<file path="config.mk">
export PLATFORM = sky130hd
export DESIGN_NAME = proc_ctrl_gen_flat
export DESIGN_NICKNAME = d
export VERILOG_FILES = /design/src/rtl/proc_ctrl_pkg.sv /design/src/rtl/proc_ctrl_if.sv /design/src/rtl/proc_ctrl_gen_dec.sv /design/src/rtl/proc_ctrl_gen.sv /design/src/flat_wrapper.sv
export SDC_FILE = /design/constraint.sdc
export NUM_CORES = 1
export LEC_CHECK = 0
export BUFFER_PORTS_ARGS = -buffer_cell sky130_fd_sc_hd__buf_2
export CAP_MARGIN = 25
export CORE_MARGIN = 5
export CORE_UTILIZATION = 45
export CTS_CLUSTER_DIAMETER = 200
export DETAILED_ROUTE_END_ITERATION = 6
export PLACE_DENSITY = 0.79
export SYNTH_ARGS = -nofsm -noshare
export SYNTH_HDL_FRONTEND = slang
export SYNTH_SLANG_ARGS = --single-unit
</file>
<file path="constraint.sdc">
create_clock -name clk -period 2.4 [get_ports clk]
set_input_delay 0.48 -clock clk [delete_from_list [all_inputs] [get_ports clk]]
set_output_delay 0.48 -clock clk [all_outputs]
set_load 0.005 [all_outputs]
</file>
<file path="src/rtl/proc_ctrl_pkg.sv">
// proc_ctrl_pkg: state codes, opcodes, ALU codes and IR field helpers shared by the control FSM.
package proc_ctrl_pkg;
   localparam logic [2:0] S_T0 = 3'd0, S_T1 = 3'd1, S_T2 = 3'd2, S_T3 = 3'd3,
                          S_T4 = 3'd4, S_T5 = 3'd5, S_HALT = 3'd6;
   localparam int OP_MV = 0, OP_MVI = 1, OP_ADD = 2, OP_SUB = 3, OP_LD = 4, OP_ST = 5,
                  OP_MVNZ = 6, OP_ADDF = 7, OP_AND = 8, OP_B = 9, OP_BZ = 10, OP_HALT = 11;
   localparam logic [1:0] ALU_ADD = 2'b00, ALU_SUB = 2'b01, ALU_AND = 2'b10;

   function automatic logic [31:0] ir_field(input logic [31:0] ir, input int lsb, input int w);
      return (ir >> lsb) & ((32'd1 << w) - 32'd1);
   endfunction

   function automatic logic [31:0] ir_opc(input logic [31:0] ir, input int ra_w, input int opc_w);
      return ir_field(ir, 2 * ra_w, opc_w);
   endfunction

   function automatic logic [31:0] ir_rx(input logic [31:0] ir, input int ra_w);
      return ir_field(ir, ra_w, ra_w);
   endfunction

   function automatic logic [31:0] ir_ry(input logic [31:0] ir, input int ra_w);
      return ir_field(ir, 0, ra_w);
   endfunction
endpackage

</file>
<file path="src/rtl/proc_ctrl_if.sv">
// proc_ctrl_if: instruction/flag inputs and datapath strobes between control FSM and datapath.
interface proc_ctrl_if #(parameter int RA_W = 3, parameter int OPC_W = 4);
   localparam int NREGS = 2 ** RA_W;
   localparam int IR_W = OPC_W + 2 * RA_W;
   logic run, resume, gzero, mem_ready;
   logic [IR_W-1:0] IR;
   logic [NREGS-1:0] Rout, Rin;
   logic DINout, Gout, GFout;
   logic IRin, Ain, AFin, Gin, GFin;
   logic [1:0] alu_op;
   logic incr_pc, ADDRin, DOUTin, W_D, mem_rd;
   logic done, illegal_op, bus_err, halted;
   modport master (
      input  run, resume, IR, gzero, mem_ready,
      output Rout, Rin, DINout, Gout, GFout, IRin, Ain, AFin, Gin, GFin, alu_op,
             incr_pc, ADDRin, DOUTin, W_D, mem_rd, done, illegal_op, bus_err, halted
   );
   modport slave (
      output run, resume, IR, gzero, mem_ready,
      input  Rout, Rin, DINout, Gout, GFout, IRin, Ain, AFin, Gin, GFin, alu_op,
             incr_pc, ADDRin, DOUTin, W_D, mem_rd, done, illegal_op, bus_err, halted
   );
endinterface

</file>
<file path="src/rtl/proc_ctrl_gen_dec.sv">
// proc_dec_onehot: register address to one-hot select.
module proc_dec_onehot #(parameter int W = 3) (
   input  logic [W-1:0]    sel,
   output logic [2**W-1:0] oh
);
   localparam int N = 2 ** W;
   assign oh = N'(1) << sel;
endmodule

</file>
<file path="src/rtl/proc_ctrl_gen.sv">
// proc_ctrl_gen: multi-cycle processor control FSM with memory ready handshake and wait timeout.
module proc_ctrl_gen import proc_ctrl_pkg::*; #(
   parameter int RA_W = 3,
   parameter int OPC_W = 4,
   parameter int MEM_TIMEOUT = 15
) (
   input logic         clk,
   input logic         rstn,
   proc_ctrl_if.master bus
);
   localparam int NREGS = 2 ** RA_W;
   localparam int CW = MEM_TIMEOUT > 0 ? $clog2(MEM_TIMEOUT + 1) : 1;
   logic [2:0] state, nxt;
   logic [CW-1:0] cnt;
   logic [RA_W-1:0] rx, ry;
   logic [NREGS-1:0] rx_oh, ry_oh, pc_oh;
   int opc;
   logic wait_st, tmo;
   assign opc = ir_opc(32'(bus.IR), RA_W, OPC_W);
   assign rx = RA_W'(ir_rx(32'(bus.IR), RA_W));
   assign ry = RA_W'(ir_ry(32'(bus.IR), RA_W));
   proc_dec_onehot #(.W(RA_W)) u_rx (.sel(rx), .oh(rx_oh));
   proc_dec_onehot #(.W(RA_W)) u_ry (.sel(ry), .oh(ry_oh));
   proc_dec_onehot #(.W(RA_W)) u_pc (.sel({RA_W{1'b1}}), .oh(pc_oh));
   assign wait_st = state == S_T1 || (state == S_T4 && (opc == OP_MVI || opc == OP_LD || opc == OP_ST));
   // a ready arriving in the timeout cycle still completes the access
   assign tmo = MEM_TIMEOUT != 0 && wait_st && !bus.mem_ready && cnt == CW'(MEM_TIMEOUT);
   always_ff @(posedge clk or negedge rstn) begin
      if (!rstn) begin
         state <= S_T0;
         cnt <= '0;
      end else begin
         state <= nxt;
         cnt <= (MEM_TIMEOUT != 0 && wait_st && !bus.mem_ready && !tmo) ? cnt + 1'b1 : '0;
      end
   end
   always_comb begin
      nxt = S_T0;
      bus.Rout = '0;
      bus.Rin = '0;
      {bus.DINout, bus.Gout, bus.GFout, bus.IRin, bus.Ain, bus.AFin, bus.Gin, bus.GFin} = '0;
      bus.alu_op = ALU_ADD;
      {bus.incr_pc, bus.ADDRin, bus.DOUTin, bus.W_D, bus.mem_rd} = '0;
      {bus.done, bus.illegal_op, bus.bus_err, bus.halted} = '0;
      case (state)
         S_T0: if (bus.run) begin
            bus.Rout = pc_oh;
            bus.ADDRin = 1'b1;
            bus.incr_pc = 1'b1;
            nxt = S_T1;
         end
         S_T1: begin
            bus.mem_rd = !tmo;
            bus.bus_err = tmo;
            bus.done = tmo;
            nxt = bus.mem_ready ? S_T2 : tmo ? S_T0 : S_T1;
         end
         S_T2: begin
            bus.IRin = 1'b1;
            nxt = S_T3;
         end
         S_T3: case (opc)
            OP_MV: {bus.Rout, bus.Rin, bus.done} = {ry_oh, rx_oh, 1'b1};
            OP_MVI: {bus.Rout, bus.ADDRin, bus.incr_pc, nxt} = {pc_oh, 1'b1, 1'b1, S_T4};
            OP_ADD, OP_SUB, OP_AND, OP_ADDF: begin
               bus.Rout = rx_oh;
               bus.Ain = opc != OP_ADDF;
               bus.AFin = opc == OP_ADDF;
               nxt = S_T4;
            end
            OP_LD, OP_ST: {bus.Rout, bus.ADDRin, nxt} = {ry_oh, 1'b1, S_T4};
            OP_MVNZ: {bus.Rout, bus.Rin, bus.done} = {bus.gzero ? '0 : ry_oh, bus.gzero ? '0 : rx_oh, 1'b1};
            OP_B: {bus.Rout, bus.Rin, bus.done} = {ry_oh, pc_oh, 1'b1};
            OP_BZ: {bus.Rout, bus.Rin, bus.done} = {bus.gzero ? ry_oh : '0, bus.gzero ? pc_oh : '0, 1'b1};
            OP_HALT: {bus.done, nxt} = {1'b1, S_HALT};
            default: {bus.illegal_op, bus.done} = 2'b11;
         endcase
         S_T4: case (opc)
            OP_ADD, OP_SUB, OP_AND, OP_ADDF: begin
               bus.Rout = ry_oh;
               bus.Gin = opc != OP_ADDF;
               bus.GFin = opc == OP_ADDF;
               bus.alu_op = opc == OP_SUB ? ALU_SUB : opc == OP_AND ? ALU_AND : ALU_ADD;
               nxt = S_T5;
            end
            OP_MVI, OP_LD, OP_ST: begin
               bus.mem_rd = !tmo && opc != OP_ST;
               bus.Rout = (!tmo && opc == OP_ST) ? rx_oh : '0;
               bus.DOUTin = !tmo && opc == OP_ST;
               bus.W_D = !tmo && opc == OP_ST;
               bus.bus_err = tmo;
               bus.done = tmo;
               nxt = bus.mem_ready ? S_T5 : tmo ? S_T0 : S_T4;
            end
            default: nxt = S_T0;
         endcase
         S_T5: begin
            bus.Gout = opc == OP_ADD || opc == OP_SUB || opc == OP_AND;
            bus.GFout = opc == OP_ADDF;
            bus.DINout = opc == OP_MVI || opc == OP_LD;
            bus.Rin = (bus.Gout || bus.GFout || bus.DINout) ? rx_oh : '0;
            bus.done = 1'b1;
         end
         S_HALT: begin
            bus.halted = 1'b1;
            nxt = bus.resume ? S_T0 : S_HALT;
         end
         default: nxt = S_T0;
      endcase
   end
endmodule

</file>
<file path="src/flat_wrapper.sv">
// flat-port wrapper written by rule: the top's interface ports become plain ports
module proc_ctrl_gen_flat import proc_ctrl_pkg::*;
#(
   parameter int RA_W = 3,
   parameter int OPC_W = 4,
   parameter int MEM_TIMEOUT = 15
)
  (clk, rstn, bus_run, bus_resume, bus_IR, bus_gzero, bus_mem_ready, bus_Rout, bus_Rin, bus_DINout, bus_Gout, bus_GFout, bus_IRin, bus_Ain, bus_AFin, bus_Gin, bus_GFin, bus_alu_op, bus_incr_pc, bus_ADDRin, bus_DOUTin, bus_W_D, bus_mem_rd, bus_done, bus_illegal_op, bus_bus_err, bus_halted);
  proc_ctrl_if #(.RA_W(RA_W), .OPC_W(OPC_W)) bus_i ();
  input logic clk;
  input logic rstn;
  input wire logic [$bits(bus_i.run)-1:0] bus_run;
  input wire logic [$bits(bus_i.resume)-1:0] bus_resume;
  input wire logic [$bits(bus_i.IR)-1:0] bus_IR;
  input wire logic [$bits(bus_i.gzero)-1:0] bus_gzero;
  input wire logic [$bits(bus_i.mem_ready)-1:0] bus_mem_ready;
  output wire logic [$bits(bus_i.Rout)-1:0] bus_Rout;
  output wire logic [$bits(bus_i.Rin)-1:0] bus_Rin;
  output wire logic [$bits(bus_i.DINout)-1:0] bus_DINout;
  output wire logic [$bits(bus_i.Gout)-1:0] bus_Gout;
  output wire logic [$bits(bus_i.GFout)-1:0] bus_GFout;
  output wire logic [$bits(bus_i.IRin)-1:0] bus_IRin;
  output wire logic [$bits(bus_i.Ain)-1:0] bus_Ain;
  output wire logic [$bits(bus_i.AFin)-1:0] bus_AFin;
  output wire logic [$bits(bus_i.Gin)-1:0] bus_Gin;
  output wire logic [$bits(bus_i.GFin)-1:0] bus_GFin;
  output wire logic [$bits(bus_i.alu_op)-1:0] bus_alu_op;
  output wire logic [$bits(bus_i.incr_pc)-1:0] bus_incr_pc;
  output wire logic [$bits(bus_i.ADDRin)-1:0] bus_ADDRin;
  output wire logic [$bits(bus_i.DOUTin)-1:0] bus_DOUTin;
  output wire logic [$bits(bus_i.W_D)-1:0] bus_W_D;
  output wire logic [$bits(bus_i.mem_rd)-1:0] bus_mem_rd;
  output wire logic [$bits(bus_i.done)-1:0] bus_done;
  output wire logic [$bits(bus_i.illegal_op)-1:0] bus_illegal_op;
  output wire logic [$bits(bus_i.bus_err)-1:0] bus_bus_err;
  output wire logic [$bits(bus_i.halted)-1:0] bus_halted;
  assign bus_i.run = bus_run;
  assign bus_i.resume = bus_resume;
  assign bus_i.IR = bus_IR;
  assign bus_i.gzero = bus_gzero;
  assign bus_i.mem_ready = bus_mem_ready;
  assign bus_Rout = bus_i.Rout;
  assign bus_Rin = bus_i.Rin;
  assign bus_DINout = bus_i.DINout;
  assign bus_Gout = bus_i.Gout;
  assign bus_GFout = bus_i.GFout;
  assign bus_IRin = bus_i.IRin;
  assign bus_Ain = bus_i.Ain;
  assign bus_AFin = bus_i.AFin;
  assign bus_Gin = bus_i.Gin;
  assign bus_GFin = bus_i.GFin;
  assign bus_alu_op = bus_i.alu_op;
  assign bus_incr_pc = bus_i.incr_pc;
  assign bus_ADDRin = bus_i.ADDRin;
  assign bus_DOUTin = bus_i.DOUTin;
  assign bus_W_D = bus_i.W_D;
  assign bus_mem_rd = bus_i.mem_rd;
  assign bus_done = bus_i.done;
  assign bus_illegal_op = bus_i.illegal_op;
  assign bus_bus_err = bus_i.bus_err;
  assign bus_halted = bus_i.halted;
  proc_ctrl_gen #(.RA_W(RA_W), .OPC_W(OPC_W), .MEM_TIMEOUT(MEM_TIMEOUT)) u_core (.clk(clk), .rstn(rstn), .bus(bus_i));
endmodule
</file>
==> flow_summary.yaml <==
outcome:
  outcome: "finished, violations left"
  violations: "negative setup slack"
placement:
  port_buffers: 50
  hpwlAfterDp_um: 2810
  dp.cells: 236
  place.gp.congestion: 0.914
sta:
  worst_pin_slew_ns: 0.420
  fin_crit_ns: 2.46
  finalWorstSetupSlack_ns: -0.0645
  max_slew_margin: 0.718
  hold_violations: 0
  skew_ns: 0.000458
  drv_slew: 0
  rsz0062_at_grt: "yes"
  fin_crit_sh: 1.03
  finalSetupViolations: 2
  fmax_ghz: 0.406
route:
  drtIter0Drc: 92
  routed_wl_um: 3780
  vias: 1407
  viasPerCell: 5.86
  ant_nets: 0
  wl_per_cell_um: 15.8
  drc: 0
  firstDrtPassIters: 4
flow_run:
  max_cap_violations: 0
cells_and_area:
  final_nets: 230
  layout-drive-gt1-share: 0.429
  area_delta_synth_final_pct: 44.7
  diodes: 0
  layout.cells.non_filler: 240
  num-fill-cells: 190
  utilization: 0.680
clock_tree:
  cts_made_buffers: 3
  numClockSinks: 7
  cts_tree: "built"
  cts.clk_slew.worst_paths_ns: 0.05
  clockRootBuffer: "clkbuf_4"
  insertion_delay_ns: 0.25
  ctsHtreeMaxLevel: 1
  post_cts_buffers: 0
  clock_path_buffers: 2
  ctsHoldBuffers: 0
worst_setup_path:
  r2r_setup_slack_ns: 0.80
  endpoint_kind: "output pin"
  timing.rr.end: "u_core.state[2]"
  reg2reg_depth: 5
  slowest_stage: "or4b_4"
  cp-startpoint: "bus_IR[6]"
  crit_fanout: 4
  worstPathArrival_ns: 1.98
  slowest_delay_ns: 0.55
  crit_type: "in2out"
  reg2reg_from: "u_core.state[2]"
  cp_data_required_time_ns: 1.92
  cp_cell_sequence: "buf_6 -> or4b_4 -> o21a_1 -> o211ai_2 -> nand2b_2 -> o32ai_2 -> buf_2"
  crit_path_start_kind: "input port"
synth:
  synthCells: 152
  synth.area.top_cells: "dfrtp_1, nor2_1, nand2b_1"
  async_flop_share: 1.00
  synth_edf_count: 0
  yosysMostFrequentCell: "nor2_1"
  ys_types: 49
  ys_warn_count: 0
  synth_top_area_cell: "dfrtp_1"
  synthFlopType: "dfrtp_1"
  ys_ff_latch: 7
  mappedNetlistArea_um2: 1030
  ys_seq_area_frac: 0.170
  synth_common_cells: "nor2_1, nand2_1, nand2b_1"
  synth_top_area_share: 0.170
  synth_nets: 169
  avgSynthCellArea_um2: 6.77
die:
  start_util: 0.470
  die-area_um2: 3340
  rows: 17
  die_w_um: 57.8
  die_h_um: 57.8
  core_um2: 2190
  top_level_ports: 51
power:
  peakVddDrop_mv: 0.360
  power.leakage_nw: 0.728
  p_per_area_nw_per_um2: 527
global_route:
  antenna_found_initial: 0
  grt_use_total: 0.214
  grt_pass1_wl_um: 5890
  grt_max_degree: 17
  grt_pass1_vias: 1339
  grt_remaining_overflow: 0
worst_hold_path:
  hold_path_class: "in2async"
==> cell usage in the layout, fill, tap and decap left out, types with 5 or more instances in the layout <==
cell type and instances:
buf_2 48, nor2_1 26, nand2_1 15, buf_4 14, nand2b_1 9, o22ai_1 6
nor2b_1 5, nand3_1 5
==> metrics by stage <==
| stage | area [um2] | total power, W | setup WS [ns] | TNS [ns] | hold WS [ns] |
|---|---|---|---|---|---|
| 2_1_floorplan | 1030 | 0.000464 | 0.238 | 0 | 0.184 |
| 3_3_place_gp | 1380 | 0.000628 | -0.0138 | -0.0176 | 0.315 |
| 3_5_place_dp | 1380 | 0.000639 | -0.0975 | -0.167 | 0.321 |
| 4_1_cts | 1440 | 0.000760 | -0.0461 | -0.0973 | 0.0554 |
| 5_1_grt | 1490 | 0.000853 | -0.138 | -0.543 | 0.0547 |
| 6_report | 1490 | 0.000786 | -0.0645 | -0.0865 | 0.0565 |
==> sequential cells by signal, summed over array words and instances, names as in the netlist <==
register / count
u_core.cnt: 4
u_core.state: 3
==> area by class of cell <==
| type | count | area [um2] | share of cell area |
|---|---|---|---|
| clock buffers | 4 | 26.3 | 0.0176 |
| inverters | 2 | 7.51 | 0.00504 |
| multi-input cells | 135 | 875 | 0.587 |
| flip-flops and latches | 7 | 179 | 0.120 |
| well taps | 28 | 35.0 | 0.0235 |
| repair buffers | 64 | 368 | 0.247 |
==> worst max path at each step <==
stage | slack (ns) | end
finish | -0.06 | bus_Rout[0]
global route | -0.14 | bus_Rout[0]
CTS | -0.05 | bus_Rout[0]
detailed placement | -0.1 | bus_Rout[0]
global placement | -0.01 | bus_Rout[1]
floorplan | 0.24 | bus_Rout[1]
==> critical path, delay by kind of cell <==
family | cells | cell delay (ns)
AND/OR/NAND/NOR | 2 | 0.67
AO/OA/AOI/OAI | 3 | 0.58
buffers and inverters | 2 | 0.26
==> layer usage <==
layer	GRT usage	wire, um
met4	0.0762	70
met1	0.271	1460
met2	0.377	2000
met5	0	0
met3	0.0178	250
==> logic make-up after synthesis <==
logic type,after synthesis,share of synthesized area
simple gates,96,0.508
flops,7,0.170
xor+xnor,3,0.0255
compound gates,34,0.228
fa+ha+maj,1,0.0121
buf+inv,10,0.0450
mux,1,0.0109
==> timing repair <==
| action | in CTS | in global routing |
|---|---|---|
| pin swaps | 1 | 2 |
| gates resized for setup | 7 | 11 |
| setup endpoints to repair | 14 | 16 |
==> where the power goes <==
| part | switching, W | internal [W] |
|---|---|---|
| sequential | 0.0000872 | 0.000151 |
| clock | 0.0000420 | 0.0000634 |
| combinational | 0.000231 | 0.000211 |
| total | 0.000360 | 0.000425 |
(Power assumes the default switching activity.)
